`src/rtl/pro_display_sequencer.sv`:
```
`default_nettype none
// ============================================================================
// Module : pro_display_sequencer
// Debounced two-key operand-entry / ALU-execute / result sequencer that
// drives the type-select code and data word of the 4-digit 7-segment decoder.
// Rev    : 1.0  initial release
// ============================================================================
module pro_display_sequencer #(
    parameter int DEB_CYCLES  = 100000,
    parameter int DONE_HOLD   = 10000000,
    parameter int RUN_TIMEOUT = 1000
) (
    input  logic        clk_10M,
    input  logic        rst,
    input  logic        key_next_n,
    input  logic        key_back_n,
    input  logic [9:0]  sw,
    input  logic [15:0] alu_result,
    input  logic        alu_ovf,
    input  logic        alu_done,
    output logic [2:0]  ts,
    output logic [15:0] display_data,
    output logic [9:0]  cfg_src,
    output logic [9:0]  cfg_dst,
    output logic        alu_start,
    output logic        busy
);

    localparam int c_DEB_W  = (DEB_CYCLES  > 1) ? $clog2(DEB_CYCLES)  : 1;
    localparam int c_HOLD_W = (DONE_HOLD   > 1) ? $clog2(DONE_HOLD)   : 1;
    localparam int c_TMO_W  = (RUN_TIMEOUT > 1) ? $clog2(RUN_TIMEOUT) : 1;

    localparam logic [c_DEB_W-1:0]  c_DEB_MAX  = c_DEB_W'(DEB_CYCLES - 1);
    localparam logic [c_HOLD_W-1:0] c_HOLD_MAX = c_HOLD_W'(DONE_HOLD - 1);
    localparam logic [c_TMO_W-1:0]  c_TMO_MAX  = c_TMO_W'(RUN_TIMEOUT - 1);

    localparam logic [2:0] c_TS_IDLE    = 3'b000;
    localparam logic [2:0] c_TS_DONE    = 3'b001;
    localparam logic [2:0] c_TS_OVF     = 3'b010;
    localparam logic [2:0] c_TS_SW_FULL = 3'b011;
    localparam logic [2:0] c_TS_SRC_ADR = 3'b100;
    localparam logic [2:0] c_TS_DST_ADR = 3'b101;
    localparam logic [2:0] c_TS_DATA_16 = 3'b110;
    localparam logic [2:0] c_TS_ADDR    = 3'b111;

    typedef enum logic [3:0] {
        S_IDLE   = 4'd0,
        S_SW     = 4'd1,
        S_SRC    = 4'd2,
        S_DST    = 4'd3,
        S_RUN    = 4'd4,
        S_DONE   = 4'd5,
        S_RESULT = 4'd6,
        S_ADDR   = 4'd7,
        S_OVF    = 4'd8
    } state_t;

    // ------------------------------------------------------------------
    // Key conditioning: index 0 = next, index 1 = back
    // ------------------------------------------------------------------
    logic [1:0] w_key_n;
    logic [1:0] w_press;

    assign w_key_n = {key_back_n, key_next_n};

    generate
        for (genvar g = 0; g < 2; g++) begin : g_key
            logic               r_sync1;
            logic               r_sync2;
            logic               r_acc;
            logic               r_acc_d;
            logic               r_press;
            logic [c_DEB_W-1:0] r_cnt;

            always_ff @(posedge clk_10M or posedge rst) begin
                if (rst) begin
                    r_sync1 <= 1'b1;
                    r_sync2 <= 1'b1;
                    r_acc   <= 1'b1;
                    r_acc_d <= 1'b1;
                    r_press <= 1'b0;
                    r_cnt   <= '0;
                end else begin
                    r_sync1 <= w_key_n[g];
                    r_sync2 <= r_sync1;
                    r_acc_d <= r_acc;
                    r_press <= r_acc_d & ~r_acc;
                    // Any return to the accepted level restarts the stability count
                    if (r_sync2 == r_acc) begin
                        r_cnt <= '0;
                    end else if (r_cnt == c_DEB_MAX) begin
                        r_acc <= r_sync2;
                        r_cnt <= '0;
                    end else begin
                        r_cnt <= r_cnt + 1'b1;
                    end
                end
            end

            assign w_press[g] = r_press;
        end
    endgenerate

    logic w_next;
    logic w_back;
    assign w_next = w_press[0];
    assign w_back = w_press[1];

    // ------------------------------------------------------------------
    // Sequencer
    // ------------------------------------------------------------------
    state_t              r_state;
    state_t              w_state_nxt;
    logic                r_back_pend;
    logic [15:0]         r_result;
    logic [c_TMO_W-1:0]  r_tmo_cnt;
    logic [c_HOLD_W-1:0] r_hold_cnt;

    logic                w_latch_src;
    logic                w_launch;
    logic                w_capture;
    logic                w_back_any;
    logic                w_tmo;
    logic                w_hold_end;
    logic [2:0]          w_ts;
    logic [15:0]         w_disp;

    assign w_back_any = r_back_pend | w_back;
    assign w_tmo      = (r_tmo_cnt == c_TMO_MAX);
    assign w_hold_end = (r_hold_cnt == c_HOLD_MAX);

    always_ff @(posedge clk_10M or posedge rst) begin
        if (rst) begin
            r_state <= S_IDLE;
        end else begin
            r_state <= w_state_nxt;
        end
    end

    always_comb begin
        w_state_nxt = r_state;
        w_latch_src = 1'b0;
        w_launch    = 1'b0;
        w_capture   = 1'b0;
        w_ts        = c_TS_IDLE;
        w_disp      = display_data;

        unique case (r_state)
            S_IDLE: begin
                w_ts   = c_TS_IDLE;
                w_disp = 16'h0000;
                if (w_next && !w_back) w_state_nxt = S_SW;
            end
            S_SW: begin
                w_ts   = c_TS_SW_FULL;
                w_disp = {6'b0, sw};
                if (w_back)      w_state_nxt = S_IDLE;
                else if (w_next) w_state_nxt = S_SRC;
            end
            S_SRC: begin
                w_ts   = c_TS_SRC_ADR;
                w_disp = {6'b0, sw};
                if (w_back) begin
                    w_state_nxt = S_IDLE;
                end else if (w_next) begin
                    w_latch_src = 1'b1;
                    w_state_nxt = S_DST;
                end
            end
            S_DST: begin
                w_ts   = c_TS_DST_ADR;
                w_disp = {6'b0, sw};
                if (w_back) begin
                    w_state_nxt = S_IDLE;
                end else if (w_next) begin
                    w_launch    = 1'b1;
                    w_state_nxt = S_RUN;
                end
            end
            S_RUN: begin
                // A back request here is only remembered; the ALU cycle completes first
                w_ts = c_TS_DST_ADR;
                if (alu_done) begin
                    w_capture   = ~alu_ovf;
                    if (w_back_any)   w_state_nxt = S_IDLE;
                    else if (alu_ovf) w_state_nxt = S_OVF;
                    else              w_state_nxt = S_DONE;
                end else if (w_tmo) begin
                    w_state_nxt = w_back_any ? S_IDLE : S_OVF;
                end
            end
            S_DONE: begin
                w_ts = c_TS_DONE;
                if (w_back)                    w_state_nxt = S_IDLE;
                else if (w_next || w_hold_end) w_state_nxt = S_RESULT;
            end
            S_RESULT: begin
                w_ts   = c_TS_DATA_16;
                w_disp = r_result;
                if (w_back)      w_state_nxt = S_IDLE;
                else if (w_next) w_state_nxt = S_ADDR;
            end
            S_ADDR: begin
                w_ts   = c_TS_ADDR;
                w_disp = {12'b0, sw[3:0]};
                if (w_back)      w_state_nxt = S_IDLE;
                else if (w_next) w_state_nxt = S_SW;
            end
            S_OVF: begin
                w_ts = c_TS_OVF;
                if (w_back || w_next) w_state_nxt = S_IDLE;
            end
            default: begin
                w_state_nxt = S_IDLE;
            end
        endcase
    end

    always_ff @(posedge clk_10M or posedge rst) begin
        if (rst) begin
            ts           <= c_TS_IDLE;
            display_data <= 16'h0000;
            cfg_src      <= 10'h000;
            cfg_dst      <= 10'h000;
            alu_start    <= 1'b0;
            busy         <= 1'b0;
            r_back_pend  <= 1'b0;
            r_result     <= 16'h0000;
            r_tmo_cnt    <= '0;
            r_hold_cnt   <= '0;
        end else begin
            ts           <= w_ts;
            display_data <= w_disp;
            alu_start    <= w_launch;
            busy         <= (r_state == S_RUN);
            if (w_latch_src) cfg_src  <= sw;
            if (w_launch)    cfg_dst  <= sw;
            if (w_capture)   r_result <= alu_result;
            r_back_pend <= (r_state == S_RUN) ? (r_back_pend | w_back) : 1'b0;
            // Counters sit at zero outside their state, so they start clean on entry
            r_tmo_cnt   <= (r_state == S_RUN)  ? r_tmo_cnt + 1'b1  : '0;
            r_hold_cnt  <= (r_state == S_DONE) ? r_hold_cnt + 1'b1 : '0;
        end
    end

endmodule
`default_nettype wire

```
`config.mk`:
```
export PLATFORM = sky130hd
export DESIGN_NAME = pro_display_sequencer
export DESIGN_NICKNAME = d
export VERILOG_FILES = /design/src/rtl/pro_display_sequencer.sv
export SDC_FILE = /design/constraint.sdc
export NUM_CORES = 1
export LEC_CHECK = 0
export BUFFER_PORTS_ARGS = -buffer_cell sky130_fd_sc_hd__buf_2
export CORE_MARGIN = 3
export CORE_UTILIZATION = 41
export CTS_CLUSTER_SIZE = 8
export DETAILED_ROUTE_END_ITERATION = 10
export PLACE_DENSITY_LB_ADDON = 0.08
export SETUP_SLACK_MARGIN = 0.5
export SYNTH_ARGS = -nofsm -noshare
export SYNTH_HDL_FRONTEND = slang
export SYNTH_SLANG_ARGS = --single-unit
```
`constraint.sdc`:
```
create_clock -name clk_10M -period 4.7 [get_ports clk_10M]
set_clock_uncertainty 0.05 [all_clocks]
set_input_delay 0.94 -clock clk_10M [delete_from_list [all_inputs] [get_ports clk_10M]]
set_output_delay 0.94 -clock clk_10M [all_outputs]
set_load 0.02 [all_outputs]
```
==> flow_metrics.tcl, run 1 <==
set metrics [dict create \
    status "finished, final reports clean" \
    power_frac_seq 0.463 \
    io-pin-count 73 \
    synthArstFlopShare 1.00 \
    grt_pass1_vias 4182 \
    crit_path_end_kind "register" \
    synth.largest_area_cell "dfrtp_1" \
    worstSetupStartpoint "r_state[3]$_DFFE_PP0P_" \
    min_period_ns 2.95 \
    layout.nets 652 \
    crit_buf_inv 0 \
    cp.required_ns 4.95 \
    coreArea_um2 14200 \
    dr.pass1.iters 5 \
    synth_seq_area_share 0.577 \
    hold_start "g_key[1].r_sync1$_DFF_PP1_" \
    critPathMaxStageDelay_ns 0.69 \
    start_util 0.429 \
    ant_nets 0 \
    vias 4143 \
    ys_ff_latch 140 \
    total_power_w 0.00264 \
    wirelength_um 12100 \
    period_share 0.629 \
    hold_ws_ns 0.307 \
    syn_area_um2 6090 \
    overflow 0 \
    critPathTopFamily "simple AND/OR/NAND/NOR gates" \
    cts_tree "built" \
    power.net_switching_w 0.000524 \
    cts.sinks 140 \
    rsz0062_at_grt "no" \
    setup_viol 0 \
    synth.distinct_cells 44 \
    max_slew_margin 0.328 \
    grt_usage 0.158 \
    path_cells "and2b_2, nand3_1, a2111oi_1, or4_4, mux2_4" \
    p_clk_frac 0.510 \
    port-buffer-count 72 \
    synth-main-ff-cell "dfrtp_1" \
    final_hold_viol_count 0 \
    grt-busiest-layer "met2" \
    grt_antenna_before_repair 0 \
    clkTransAtPathRegs_ns 0.06 \
    max-cap-violations 0 \
    fmax_mhz 339 \
    dieArea_um2 16400 \
    slowest_stage "a2111oi_1" \
    slew_violations 0 \
    layout-drive-gt1-share 0.259 \
    clk_latency_ns 0.41 \
    clk_path_buf_depth 2 \
    critPathLaunchType "register" \
    swShare 0.198 \
    cts-root-buf "clkbuf_16" \
    cts_hold_buf 0 \
    ys_warn_count 0 \
    grt_use_met2 0.256 \
    r2r-start "r_state[3]$_DFFE_PP0P_" \
    hold_path_class "reg2reg" \
    grt_max_degree 67 \
    synthTopCellsByArea "dfrtp_1 54%, mux2_2 7.0%, xor2_1 5.9%" \
    use_met3 0.0504 \
    htree_levels 4 \
    rows 43 \
    cp.arrival_ns 3.20 \
    postSynthCellCount 542 \
    die_h_um 128 \
    wire_per_inst_um 15.0 \
    tightest_slew_ns 1.01 \
    grt_pass1_wl_um 20600 \
    via_per_inst 5.12 \
    num_antenna_cells 0 \
    power_leakage_nw 3.38 \
    comb_power_share 0.026 \
    irDropWorstVdd_mv 0.261 \
    synth-edff-count 0 \
    synth_top_area_share 0.542 \
    post_cts_buffers 0 \
    grt_use_met1 0.205 \
    final.fill_count 1291 \
    power_density_nw_per_um2 367 \
    remaining_drc_errors 0 \
    hpwlAfterDp_um 8190 \
    crit_fanout 25 \
    syn-num-nets 578 \
    cts_buffers 17 \
    gp_congestion 0.799 \
    fp.dieW_um 128 \
    syn_to_final_growth_pct 18.2 \
    synth_area_per_cell_um2 11.2 \
    fin_tns_setup_ns 0 \
    path_class "reg2reg" \
    cts_resized 0 \
    drt_iter0_markers 158 \
    p_int_w 0.00212 \
]
[state kept, by name (all words and copies together), names as in the netlist, 3 cells and up]
signal and flops:
cfg_dst 10, cfg_src 10, r_hold_cnt 24, r_state 4
g_key.r_cnt 34, r_result 16, r_tmo_cnt 10, display_data 16
ts 3
[metrics by stage]
step | setup slack (ns) | instances | util | area, um2
floorplan | 1.97 | 542 | - | 6100
global placement | 1.84 | 777 | 0.464 | 6590
detailed placement | 1.72 | 777 | 0.464 | 6590
CTS | 1.71 | 809 | 0.507 | 7200
global route | 1.41 | 809 | 0.507 | 7200
finish | 1.75 | 809 | 0.507 | 7200
[kinds of logic (layout without fill, tap and decap cells)]
logic type	after synthesis	after routing	share of synthesized area
fa+ha+maj	4	4	0.00822
xor+xnor	60	60	0.0863
compound gates	39	39	0.0442
flops	140	140	0.577
mux	39	39	0.0727
simple gates	224	224	0.182
buf+inv	36	123	0.0298
[power by group through the flow]
stage	clock network [W]	logic [W]	registers [W]
6_report	0.00135	0.0000696	0.00123
5_1_grt	0.00144	0.0000805	0.00123
4_1_cts	0.00138	0.0000727	0.00123
3_5_place_dp	0	0.0000725	0.00125
3_3_place_gp	0	0.0000718	0.00125
2_1_floorplan	0	0.0000344	0.00125
[per-layer routing]
layer	up-vias	wire length [um]	share of wire
met2	79	5920	0.49
met1	2047	5480	0.45
met4	0	129	0.011
met3	10	581	0.048
li1	2007	-	-
met5	-	0	0
[cells in the final DEF, fill, tap and decap left out, drive strengths merged, types with 3 or more instances in the layout]
cell	synthesis	layout
clkbuf	13	27
and3	6	6
xnor2	19	19
a22o	6	6
nand3	30	30
or2	4	4
nand2b	5	5
mux2	39	39
dfrtp	132	132
ha	4	4
a222oi	4	4
nor3	9	9
o21ai	10	10
xor2	41	41
nor2	77	77
nor4	9	9
dfstp	8	8
nand4	13	13
inv	17	16
nand2	44	44
and4	6	6
nor4b	6	6
nor2b	3	3
buf	6	74
a22oi	6	6
or3	5	5
a21oi	9	9
[worst paths after layout]
path | cells past startpoint | slack, ns | to
hold reg to reg | 0 | 0.31 | g_key[1].r_sync2$_DFF_PP1_
min in group asynchronous | 2 | 0.70 | g_key[1].r_cnt[1]$_DFF_PP0_
hold / removal | 0 | 0.31 | g_key[1].r_sync2$_DFF_PP1_
setup / recovery | 5 | 1.75 | r_state[0]$_DFFE_PP0P_
max in group asynchronous | 3 | 2.99 | r_tmo_cnt[2]$_DFF_PP0_
setup reg to reg | 5 | 1.75 | r_state[0]$_DFFE_PP0P_
[cells in the mapped netlist (5+ instances only)]
| master | count |
|---|---|
| nor3_1 | 9 |
| xnor2_1 | 19 |
| dfstp_2 | 8 |
| nor4b_1 | 6 |
| mux2_2 | 38 |
| nor4_1 | 8 |
| o21ai_0 | 10 |
| clkbuf_1 | 9 |
| and4_1 | 6 |
| xor2_1 | 41 |
| nand2b_1 | 5 |
| nand4_1 | 13 |
| nor2_1 | 77 |
| a22o_1 | 6 |
| nand2_1 | 44 |
| a21oi_1 | 9 |
| a22oi_1 | 6 |
| dfrtp_1 | 132 |
| inv_1 | 17 |
| buf_2 | 5 |
| nand3_1 | 30 |
[worst register-to-register path: cells and delay by family, from the launching register on]
family           cells  cell delay (ns)
AND/OR/NAND/NOR      3             1.25
AO/OA/AOI/OAI        1             0.70
multiplexers         1             0.29
flip-flops           1             0.54
[area by class of cell]
| type | instances | area [um2] | share of cell area |
|---|---|---|---|
| Clock inverter | 5 | 77.6 | 0.0108 |
| Tap cell | 180 | 225 | 0.0313 |
| Timing Repair Buffer | 74 | 388 | 0.0539 |
| Inverter | 17 | 67.6 | 0.00938 |
| Sequential cell | 140 | 3510 | 0.488 |
| Multi-Input combinational cell | 366 | 2400 | 0.333 |
| Clock buffer | 27 | 533 | 0.0740 |
Power figures use the tool's default switching activity.
==> inputs of run 2 (changes only) <==
- clock period: 4.7 -> 2.53 ns (I/O delays scaled with it)
==> flow_metrics.tcl, run 2 (same netlist as run 1, synthesis figures left out) <==
set metrics [dict create \
    wirelength_um 12100 \
    power.net_switching_w 0.000972 \
    max_slew_margin 0.609 \
    top_register "g_key.r_cnt" \
    setup_viol 0 \
    min_period_ns 2.14 \
    power_density_nw_per_um2 657 \
    critPathLaunchType "register" \
    swShare 0.200 \
    grt_usage 0.160 \
    htree_levels 4 \
    layout-drive-gt1-share 0.291 \
    clkTransAtPathRegs_ns 0.06 \
    dieArea_um2 16400 \
    io-pin-count 73 \
    remaining_drc_errors 0 \
    worst-r2r-setup-slack_ns 0.39 \
    rows 43 \
    comb_power_share 0.028 \
    crit_fanout 3 \
    fin_ws_ns 0.393 \
    p_int_w 0.00389 \
    drt_iter0_markers 211 \
    power_leakage_nw 3.47 \
    max-cap-violations 0 \
    tightest_slew_ns 0.586 \
    path_class "reg2reg" \
    rsz0062_at_grt "yes" \
    dr.pass1.iters 4 \
    fin_tns_setup_ns 0 \
    grt_antenna_before_repair 0 \
    hold_depth 1 \
    final_util 0.521 \
    die_h_um 128 \
    status "finished, final reports clean" \
    slew_violations 0 \
    cp.arrival_ns 2.38 \
    layout_common_cells "132 x dfrtp_1, 77 x nor2_1, 72 x buf_2" \
    clk_latency_ns 0.41 \
    fp.dieW_um 128 \
    largest_reg_flops 34 \
    clk_path_buf_depth 2 \
    coreArea_um2 14200 \
    r2r_cells 5 \
    cts_buffers 17 \
    crit_path_end_kind "register" \
    use_met3 0.0525 \
    start_util 0.429 \
    period_share 0.845 \
    syn_to_final_growth_pct 21.4 \
    grt_pass1_vias 4306 \
    hold_ws_ns 0.146 \
    gp_congestion 0.820 \
    port-buffer-count 72 \
    via_per_inst 5.02 \
    num_antenna_cells 0 \
    layout.nets 669 \
    top_regs "g_key.r_cnt x34, r_hold_cnt x24" \
    p_clk_frac 0.504 \
    irDropWorstVdd_mv 0.466 \
    wire_per_inst_um 14.6 \
    cts.sinks 140 \
    place_ws_ns 0.345 \
    placed_cell_area_um2 6680 \
    fmax_mhz 468 \
    cts_tree "built" \
    ant_nets 0 \
    power_frac_seq 0.468 \
    grt_use_met1 0.214 \
    hold_path_class "in2reg" \
    vias 4144 \
    cp.required_ns 2.77 \
    cts-root-buf "clkbuf_16" \
    grt_max_degree 112 \
    overflow 0 \
    grt-busiest-layer "met2" \
    grt_pass1_wl_um 21000 \
    stdcell_area_um2 7400 \
    final_hold_viol_count 0 \
    hpwlAfterDp_um 8160 \
    layout_commonest_cell "dfrtp_1" \
    grt_use_met2 0.250 \
]
[run 2: cell types whose count changed in the layout (fill, tap and decap cells not counted), moves of 2 or more]
cell	before	now
nor4_4	0	3
buf_4	1	17
nor4_1	8	5
clkbuf_8	7	5
ha_1	4	1
ha_2	0	3
[run 2: critical path, stage by stage (launching register included)]
cell,delay [ns]
dfrtp_1,0.38
or4b_4,0.55
nor4_4,0.16
a2111oi_2,0.11
or4_4,0.46
mux2_4,0.31
[run 2: through the flow]
stage / power, W / cells
floorplan: 0.00239 / 542
global placement: 0.00245 / 789
detailed placement: 0.00245 / 789
CTS: 0.00494 / 825
global route: 0.00507 / 826
finish: 0.00486 / 826
[run 2: cell type report]
| type | count | area [um2] |
|---|---|---|
| clock inverters | 6 | 82.6 |
| fillers | 1295 | 6810 |
| inverters | 17 | 67.6 |
| repair buffers | 91 | 518 |
| clock buffers | 26 | 509 |
| well taps | 180 | 225 |
| flip-flops and latches | 140 | 3510 |
| multi-input cells | 366 | 2480 |
[run 2: metal layers]
layer  part of all wire  vias up
met5                  0        -
met4             0.0089        0
met3              0.040        7
met2               0.47       59
met1               0.48     2034
li1                   -     2044
[run 2: worst paths after layout]
kind | startpoint | endpoint
max in group asynchronous | rst | r_tmo_cnt[2]$_DFF_PP0_
setup reg to reg | r_hold_cnt[17]$_DFF_PP0_ | r_state[0]$_DFFE_PP0P_
setup / recovery | r_hold_cnt[17]$_DFF_PP0_ | r_state[0]$_DFFE_PP0P_
hold / removal | key_back_n | g_key[1].r_sync1$_DFF_PP1_
min in group asynchronous | rst | g_key[0].r_cnt[1]$_DFF_PP0_
hold reg to reg | g_key[0].r_sync1$_DFF_PP1_ | g_key[0].r_sync2$_DFF_PP1_
[run 2: power by group through the flow]
stage	combinational, W	clock, W	sequential, W
5_1_grt	0.000157	0.00264	0.00228
3_5_place_dp	0.000139	0	0.00231
2_1_floorplan	0.0000640	0	0.00232
4_1_cts	0.000140	0.00252	0.00228
3_3_place_gp	0.000137	0	0.00231
6_report	0.000135	0.00245	0.00228
[run 2: timing repair]
item / CTS / global route
buffers inserted: 3 / 1
hold buffers: 1 / 0
resized for setup: 5 / 10
cloned: 0 / 0
setup endpoints to repair: 33 / 57
hold endpoints to repair: 10 / 0
